File: config.mk
export PLATFORM = sky130hd
export DESIGN_NAME = anfsqrt_pdm_341449297858921043
export DESIGN_NICKNAME = d
export VERILOG_FILES = /design/src/rtl/anfsqrt_pdm_341449297858921043_pkg.sv /design/src/rtl/anfsqrt_pdm_341449297858921043_fifo.sv /design/src/rtl/anfsqrt_pdm_341449297858921043.sv
export SDC_FILE = /design/constraint.sdc
export NUM_CORES = 1
export LEC_CHECK = 0
export BUFFER_PORTS_ARGS = -buffer_cell sky130_fd_sc_hd__buf_2
export CORE_ASPECT_RATIO = 0.6
export CORE_MARGIN = 1.5
export CORE_UTILIZATION = 27
export DETAILED_ROUTE_END_ITERATION = 10
export MAX_ROUTING_LAYER = met4
export SLEW_MARGIN = 30
export SYNTH_ARGS = -nofsm -noshare
export SYNTH_HDL_FRONTEND = slang
export SYNTH_SLANG_ARGS = --single-unit
File: constraint.sdc
create_clock -name clk -period 2.3 [get_ports clk]
set_clock_uncertainty 0.1 [all_clocks]
set_input_delay 0.23 -clock clk [delete_from_list [all_inputs] [get_ports clk]]
set_output_delay 0.23 -clock clk [all_outputs]
set_load 0.005 [all_outputs]
File: src/rtl/anfsqrt_pdm_341449297858921043_pkg.sv
// Shared definitions for the sqrt-driven PDM modulator.
// Holds the default sample width and FIFO depth, the FSM state type,
// and a small saturating-increment helper for the optional underrun
// counter (enabled with ANFSQRT_PDM_UNDERRUN_CNT_EN).
package anfsqrt_pdm_pkg_341449297858921043;

  // Sample width, equal to the upstream sqrt result width.
  localparam int PDM_WIDTH = 7;

  // Sample FIFO entries; must be a power of two, at least 2.
  localparam int PDM_DEPTH = 2;

  // Modulator FSM: IDLE until the first sample arrives, then RUN forever.
  typedef enum logic [0:0] {
    IDLE = 1'b0,
    RUN  = 1'b1
  } state_e;

  // Increment an 8-bit event counter, holding at 255.
  function automatic logic [7:0] sat_inc8(input logic [7:0] value);
    return (value == 8'hFF) ? value : value + 8'd1;
  endfunction

endpackage

File: src/rtl/anfsqrt_pdm_341449297858921043_fifo.sv
// Sample FIFO feeding the PDM modulator.
// Wrap-around read/write pointers carry one extra bit so that a full
// FIFO (same index, different lap) is distinguishable from an empty one
// (identical pointers). full/empty are decoded from registers only.
module anfsqrt_pdm_fifo_341449297858921043
  import anfsqrt_pdm_pkg_341449297858921043::*;
#(
  parameter int WIDTH = PDM_WIDTH,
  parameter int DEPTH = PDM_DEPTH
) (
  input  logic             clk,
  input  logic             rst_n,
  input  logic             push,
  input  logic [WIDTH-1:0] din,
  input  logic             pop,
  output logic [WIDTH-1:0] dout,
  output logic             full,
  output logic             empty
);

  localparam int AW = $clog2(DEPTH);

  logic [WIDTH-1:0] mem_q [DEPTH];
  logic [AW:0]      wr_ptr_q, wr_ptr_d;
  logic [AW:0]      rd_ptr_q, rd_ptr_d;
  logic             do_push;
  logic             do_pop;

  // Same index on a different lap means every entry is occupied.
  assign full    = (wr_ptr_q[AW] != rd_ptr_q[AW]) &&
                   (wr_ptr_q[AW-1:0] == rd_ptr_q[AW-1:0]);
  assign empty   = (wr_ptr_q == rd_ptr_q);
  assign dout    = mem_q[rd_ptr_q[AW-1:0]];

  // Requests against a full/empty FIFO are ignored rather than corrupting it.
  assign do_push = push && !full;
  assign do_pop  = pop && !empty;

  // Pointer advance; push and pop in one cycle both move, occupancy unchanged.
  always_comb begin
    // NOTE: every combinational output gets a default first so no path leaves it unassigned (no latch).
    wr_ptr_d = wr_ptr_q;
    rd_ptr_d = rd_ptr_q;
    if (do_push) wr_ptr_d = wr_ptr_q + (AW+1)'(1);
    if (do_pop)  rd_ptr_d = rd_ptr_q + (AW+1)'(1);
  end

  // Pointer registers; reset empties the FIFO.
  always_ff @(posedge clk or negedge rst_n) begin
    // NOTE: sequential state uses non-blocking assignments so all flops update together at the edge.
    if (!rst_n) begin
      wr_ptr_q <= '0;
      rd_ptr_q <= '0;
    end else begin
      wr_ptr_q <= wr_ptr_d;
      rd_ptr_q <= rd_ptr_d;
    end
  end

  // Storage write.
  always_ff @(posedge clk) begin
    // NOTE: the storage array is not reset; equal pointers already mark every entry invalid.
    if (do_push) mem_q[wr_ptr_q[AW-1:0]] <= din;
  end

endmodule

File: src/rtl/anfsqrt_pdm_341449297858921043.sv
// Pulse-density modulator driven by density levels from a sqrt stage.
// Each 2^WIDTH-cycle frame emits exactly `level` ones using a first-order
// accumulator whose carry is the output bit. A new level is taken from
// the sample FIFO at every frame boundary; an empty FIFO at that point
// repeats the previous level (an underrun).
// Optional feature: define ANFSQRT_PDM_UNDERRUN_CNT_EN to add the
// saturating 8-bit underrun_cnt output.
module anfsqrt_pdm_341449297858921043
  import anfsqrt_pdm_pkg_341449297858921043::*;
#(
  parameter int WIDTH = PDM_WIDTH,
  parameter int DEPTH = PDM_DEPTH
) (
  input  logic             clk,
  input  logic             rst_n,
  input  logic [WIDTH-1:0] sample,
  input  logic             sample_valid,
  output logic             sample_ready,
  output logic             pdm_out,
  output logic             pdm_out_n
`ifdef ANFSQRT_PDM_UNDERRUN_CNT_EN
  ,
  output logic [7:0]       underrun_cnt
`endif
);

  localparam logic [WIDTH-1:0] FRAME_LAST = '1;

  state_e           state_q, state_d;
  logic [WIDTH-1:0] level_q, level_d;
  logic [WIDTH-1:0] acc_q, acc_d;
  logic [WIDTH-1:0] frame_q, frame_d;
  logic             pdm_q, pdm_d;
  logic [WIDTH:0]   sum;
  logic             frame_end;

  logic             fifo_push;
  logic             fifo_pop;
  logic [WIDTH-1:0] fifo_dout;
  logic             fifo_full;
  logic             fifo_empty;

  // Ready comes straight from FIFO pointer registers, never from inputs.
  assign sample_ready = !fifo_full;
  assign fifo_push    = sample_valid && sample_ready;
  assign frame_end    = (frame_q == FRAME_LAST);

  anfsqrt_pdm_fifo_341449297858921043 #(
    .WIDTH (WIDTH),
    .DEPTH (DEPTH)
  ) u_fifo (
    .clk   (clk),
    .rst_n (rst_n),
    .push  (fifo_push),
    .din   (sample),
    .pop   (fifo_pop),
    .dout  (fifo_dout),
    .full  (fifo_full),
    .empty (fifo_empty)
  );

  // FSM, accumulator and frame counter next-state.
  always_comb begin
    state_d  = state_q;
    level_d  = level_q;
    acc_d    = acc_q;
    frame_d  = frame_q;
    pdm_d    = pdm_q;
    fifo_pop = 1'b0;
    // The carry out of acc + level is the output bit; acc keeps the remainder.
    sum      = {1'b0, acc_q} + {1'b0, level_q};
    case (state_q)
      IDLE: begin
        pdm_d   = 1'b0;
        acc_d   = '0;
        frame_d = '0;
        if (!fifo_empty) begin
          fifo_pop = 1'b1;
          level_d  = fifo_dout;
          state_d  = RUN;
        end
      end
      RUN: begin
        pdm_d   = sum[WIDTH];
        // acc is deliberately not cleared at frame boundaries; the remainder
        // carries over so every full frame emits exactly `level` ones.
        acc_d   = sum[WIDTH-1:0];
        frame_d = frame_q + WIDTH'(1);
        if (frame_end && !fifo_empty) begin
          fifo_pop = 1'b1;
          level_d  = fifo_dout;
        end
      end
      default: begin
        state_d = IDLE;
      end
    endcase
  end

  // Modulator state registers.
  always_ff @(posedge clk or negedge rst_n) begin
    if (!rst_n) begin
      state_q <= IDLE;
      level_q <= '0;
      acc_q   <= '0;
      frame_q <= '0;
      pdm_q   <= 1'b0;
    end else begin
      state_q <= state_d;
      level_q <= level_d;
      acc_q   <= acc_d;
      frame_q <= frame_d;
      pdm_q   <= pdm_d;
    end
  end

  assign pdm_out   = pdm_q;
  assign pdm_out_n = ~pdm_q;

`ifdef ANFSQRT_PDM_UNDERRUN_CNT_EN
  logic       underrun;
  logic [7:0] underrun_q;

  // A frame boundary with nothing queued repeats the old level.
  assign underrun = (state_q == RUN) && frame_end && fifo_empty;

  // Saturating underrun event counter.
  always_ff @(posedge clk or negedge rst_n) begin
    if (!rst_n) begin
      underrun_q <= '0;
    end else if (underrun) begin
      underrun_q <= sat_inc8(underrun_q);
    end
  end

  assign underrun_cnt = underrun_q;
`endif

endmodule

# Yosys cells after proc, flatten, opt, wreduce, memory -nomap -nowiden
# Memories as Yosys holds them, arrays and structs flattened.
# Index checks and enable logic that the tools add are counted.
dict set report totals {
  ff_bits 27
  ramBits 14
  input_bits 10
  out_inout_bits 3
  memories 1
}
dict set report op_classes {
  add_sub_neg 4
  n_eq_ne 6
  n_mux 12
  n_bitwise 2
  n_reduce_logical 8
}
# memory depth width rd rd_ports_with_merged_regs wr line
set memory_table {}
lappend memory_table {u_fifo.mem_q 2 7 1 0 1 anfsqrt_pdm_341449297858921043_fifo.sv:23} ;# logic [WIDTH-1:0] mem_q [DEPTH];
# operator count
set ops {}
lappend ops {{7-bit case mux with 2 select lines} 3}
lappend ops {{7-bit 2-to-1 mux} 2}
lappend ops {{7-bit by 7-bit adder with 8-bit output} 1}
lappend ops {{7-bit by 1-bit adder with 7-bit output, second input constant} 1}
lappend ops {{7-bit == test, second input constant} 1}
lappend ops {{1-bit logical AND} 5}
lappend ops {{1-bit 2-to-1 mux} 5}
lappend ops {{2-bit by 1-bit adder with 2-bit output, second input constant} 2}
lappend ops {{1-bit case mux with 2 select lines} 2}
lappend ops {{2-bit == test} 1}
lappend ops {{1-bit logical NOT} 2}
lappend ops {{2-bit by 1-bit inequality test with 1-bit output, second input constant} 1}
lappend ops {{2-bit inequality test, second input constant} 1}
lappend ops {{1-bit NOT} 2}
lappend ops {{2-bit AND reduction} 1}
lappend ops {{1-bit == test} 1}
lappend ops {{1-bit inequality test} 1}

# Depth between registers and ports, before layout
dict set report logic_depth {
  word_depth 7
  mapped_depth 7
  depth_no_buf 7
}

# By module
# A second synthesis with hierarchy kept.
dict set report unflattened {
  hier_cells 155
  area_unflattened_um2 1934.4
}
# module n_inst cells_per_inst area_per_inst_um2
set modules_own_cells {}
lappend modules_own_cells {anfsqrt_pdm_341449297858921043 1 106 1176.1}
lappend modules_own_cells {anfsqrt_pdm_fifo_341449297858921043 1 49 758.2}

# Least setup slack after synthesis
# No wires, ideal clock.
dict set report synth_timing {
  path_type {flip-flop to flip-flop}
  start {reg level_q[0]}
  end {reg acc_q[6]}
  setup_time_ps 87
  t_arrival_ps 1542
  t_required_ps 2113
  path_slack_ps 571
  path_stages_with_launch 8
  cell_sequence {dfrtp_1 -> ha_1 -> inv_1 -> fa_1 -> nor2b_1 -> o31ai_1 -> a211o_1 -> o211ai_1}
}
dict set report synth_via {
  elab_chain_cells 2
}
# item line
set synth_rtl {}
lappend synth_rtl {{start, declared} anfsqrt_pdm_341449297858921043.sv:30} ;# logic [WIDTH-1:0] level_q, level_d;
lappend synth_rtl {{start signal, assigned} anfsqrt_pdm_341449297858921043.sv:110} ;# level_q <= level_d;
lappend synth_rtl {{7-bit by 7-bit adder with 8-bit output} anfsqrt_pdm_341449297858921043.sv:71} ;# sum = {1'b0, acc_q} + {1'b0, level_q};
lappend synth_rtl {{7-bit case mux with 2 select lines} anfsqrt_pdm_341449297858921043.sv:72} ;# case (state_q)
lappend synth_rtl {{net acc_d[6]} anfsqrt_pdm_341449297858921043.sv:31} ;# logic [WIDTH-1:0] acc_q, acc_d;
lappend synth_rtl {{end signal, assigned} anfsqrt_pdm_341449297858921043.sv:105} ;# acc_q <= '0;
lappend synth_rtl {{end signal, assigned} anfsqrt_pdm_341449297858921043.sv:111} ;# acc_q <= acc_d;
lappend synth_rtl {{end, declared} anfsqrt_pdm_341449297858921043.sv:31}
# The timed path passes the listed nets, and every way through them passes these cells.
# A chain may end at the register's enable or synchronous reset.

# Worst setup path after layout
# Ends and elaborated chain as after synthesis.

==> results.json <==
{
  "diodes": 0,
  "synthCells": 150,
  "start_util": 0.277,
  "grt_pass1_vias": 1138,
  "cts_buffers": 5,
  "status": "finished clean",
  "crit_fanout": 3,
  "design.core.area_mm2": 0.00662,
  "powerDensity_mw_per_mm2": 1430,
  "post_cts_buffers": 0,
  "synth_fp_nets": 169,
  "r2r_slack_ns": 0.44,
  "grt_pass1_wl_mm": 5.64,
  "ant_nets": 0,
  "yosysWarnings": 0,
  "worstSetupStartpointType": "flip-flop",
  "final_nets": 187,
  "hold_slack_ns": 0.0363,
  "swShare": 0.345,
  "syn_to_final_growth_pct": 17.6,
  "hold_class": "input port to flip-flop",
  "finalSetupViolations": 0,
  "rsz0062_at_grt": "no",
  "die_w_um": 109,
  "yosys.cell_types.count": 34,
  "cts_sinks": 41,
  "cts.repair.resized": 0,
  "dp_hpwl_mm": 2.35,
  "dp.cells": 247,
  "slew_headroom": 0.594,
  "clock-root-buffer": "clkbuf_16",
  "drc": 0,
  "die_area_mm2": 0.00731,
  "p_sw_mw": 1.06,
  "first_iter_violations": 27,
  "syn-cell-area_mm2": 0.00183,
  "fin_crit_sh": 0.810,
  "place_congestion": 0.766,
  "htree_levels": 2,
  "numPortBuffers": 12,
  "grt_antenna_before_repair": 0,
  "ir_worst_vdd_mv": 0.439,
  "fin_setup_tns_ns": 0,
  "ys_seq_elements": 41,
  "whs_path_depth": 1,
  "reg2reg_to": "acc_q[6]",
  "vias": 1126,
  "worst_pin_slew_ns": 0.609,
  "leakage_nw": 0.933,
  "globalRouteOverflowTotal": 0,
  "placementRows": 23,
  "p_int_mw": 2.02,
  "grt_start_max_net_pins": 28,
  "p_comb_frac": 0.381,
  "clockPowerShare": 0.234,
  "clk_path_buf_depth": 2,
  "layout-drive-gt1-share": 0.148,
  "dr.pass1.iters": 4,
  "clk_latency_ns": 0.28,
  "avgViaCountPerCell": 4.40,
  "maxCapViolCount": 0,
  "maxSlewViolCount": 0,
  "end_kind": "flip-flop",
  "required_ns": 2.40,
  "synth-seq-area-share": 0.598,
  "wl_per_cell_um": 12.5,
  "finalHoldViolCount": 0,
  "clk_pin_slew_ns": 0.06,
  "grt_use_total": 0.111,
  "max_freq_ghz": 0.537,
  "critical_path_class": "flip-flop to flip-flop",
  "hold_start": "sample[3]",
  "instances_no_fill": 256,
  "crit_arrival_ns": 1.96,
  "power_frac_seq": 0.385,
  "nFillCells": 667,
  "reg2reg_depth": 7,
  "cts_tree": "done",
  "ios": 13,
  "drt-total-wl_mm": 3.20,
  "p_total_mw": 3.08,
  "period_needed_ns": 1.86,
  "min_to": "u_fifo.mem_q[0][3]",
  "r2r-start": "level_q[0]",
  "avgSynthCellArea_um2": 12.2,
  "die_h_um": 66.8,
  "startpoint": "level_q[0]",
  "cts_hold_buf": 1
}
[logic make-up (layout without fill, tap and decap cells)]
logic type,Yosys count,after routing,synth area share
DFF,41,41,0.598
AOI/OAI and AO/OA,34,34,0.115
adders and majority gates,9,9,0.0655
muxes,8,8,0.0437
and+or+nand+nor,36,36,0.0915
xor gates and xnor gates,10,10,0.0519
buffers and inverters,12,31,0.0341
[stage by stage]
step           instance area [um2]  worst slack (ns)  utilization
6_report                      2160             0.437        0.326
5_1_grt                       2160             0.322        0.326
4_1_cts                       2160             0.433        0.326
3_5_place_dp                  1990             0.460        0.300
3_3_place_gp                  1990             0.489        0.300
2_1_floorplan                 1830             0.571            -
[cell type report]
| cell class | instances | area, um2 | area share |
|---|---|---|---|
| flip-flops and latches | 41 | 1100 | 0.508 |
| multi-input cells | 97 | 674 | 0.313 |
| clock buffers | 7 | 153 | 0.0708 |
| well taps | 87 | 109 | 0.0505 |
| repair buffers | 16 | 92.6 | 0.0429 |
| inverters | 7 | 26.3 | 0.0122 |
| clock inverters | 1 | 5.00 | 0.00232 |
[Yosys cell counts (all sizes together)]
master | count | area (um2)
a21oi | 9 | 45.0
o21a | 2 | 15.0
o211a | 1 | 10.0
nand3 | 5 | 25.0
nor3 | 1 | 5.00
nand2b | 1 | 6.26
a21o | 1 | 7.51
ha | 8 | 100
o211ai | 1 | 7.51
and3 | 2 | 12.5
clkbuf | 1 | 5.00
mux2i | 8 | 80.1
nor4 | 1 | 6.26
xnor2 | 6 | 60.1
fa | 1 | 20.0
a31oi | 7 | 43.8
a41o | 1 | 11.3
nor2 | 13 | 48.8
xor2 | 4 | 35.0
or3 | 2 | 12.5
a211oi | 2 | 15.0
inv | 7 | 26.3
edfxtp | 14 | 420
a211o | 1 | 8.76
dfrtp | 27 | 676
and2 | 2 | 12.5
nand2 | 7 | 26.3
nor2b | 2 | 12.5
o21ai | 8 | 40.0
buf | 4 | 31.3
o31ai | 1 | 7.51
[power by group through the flow]
| stage | clock (mW) | sequential [mW] | combinational, mW |
|---|---|---|---|
| finish | 0.721 | 1.19 | 1.18 |
| global route | 0.774 | 1.22 | 1.36 |
| CTS | 0.741 | 1.19 | 1.19 |
| detailed placement | 0 | 1.20 | 1.17 |
| global placement | 0 | 1.20 | 1.15 |
| floorplan | 0 | 1.17 | 0.929 |
[metal layers]
layer  track usage  routed length, um
met2         0.134               1130
met4        0.0487                 58
met1         0.160               1870
met5             -                  0
met3        0.0411                145
[placed cells by master (no fill, tap or decap), types with 2 or more instances in the layout]
cell,count
o21a_1,2
xnor2_1,5
mux2i_1,8
clkbuf_8,2
a211oi_1,2
or3_1,2
nor2_1,13
nand2_1,7
inv_1,7
ha_1,8
nor2b_1,2
edfxtp_1,14
nand3_1,5
buf_2,12
clkbuf_16,5
buf_4,3
and3_1,2
and2_1,2
dfrtp_1,27
a21oi_1,9
o21ai_0,8
a31oi_1,7
xor2_1,4
[state kept, by name, indices dropped and copies added (netlist names)]
| name | cells |
|---|---|
| u_fifo.mem_q | 14 |
| pdm_out | 1 |
| level_q | 7 |
| state_q | 1 |
| acc_q | 7 |
| frame_q | 7 |
| u_fifo.rd_ptr_q | 2 |
| u_fifo.wr_ptr_q | 2 |
[critical path: stages (launching register included)]
cell and delay [ns]:
dfrtp_1 0.35, ha_1 0.19, inv_1 0.06, fa_1 0.38, nor2b_1 0.19, o31ai_1 0.13
a211o_1 0.30, o211ai_1 0.07
[worst max-delay path by stage]
stage / slack (ns) / endpoint / cells past startpoint
after floorplan: 0.57 / acc_q[6] / 7
after global placement: 0.49 / acc_q[6] / 7
after detailed placement: 0.46 / acc_q[6] / 7
after CTS: 0.43 / acc_q[6] / 7
after global routing: 0.32 / acc_q[6] / 7
final: 0.44 / acc_q[6] / 7
(Power assumes the default switching activity.)
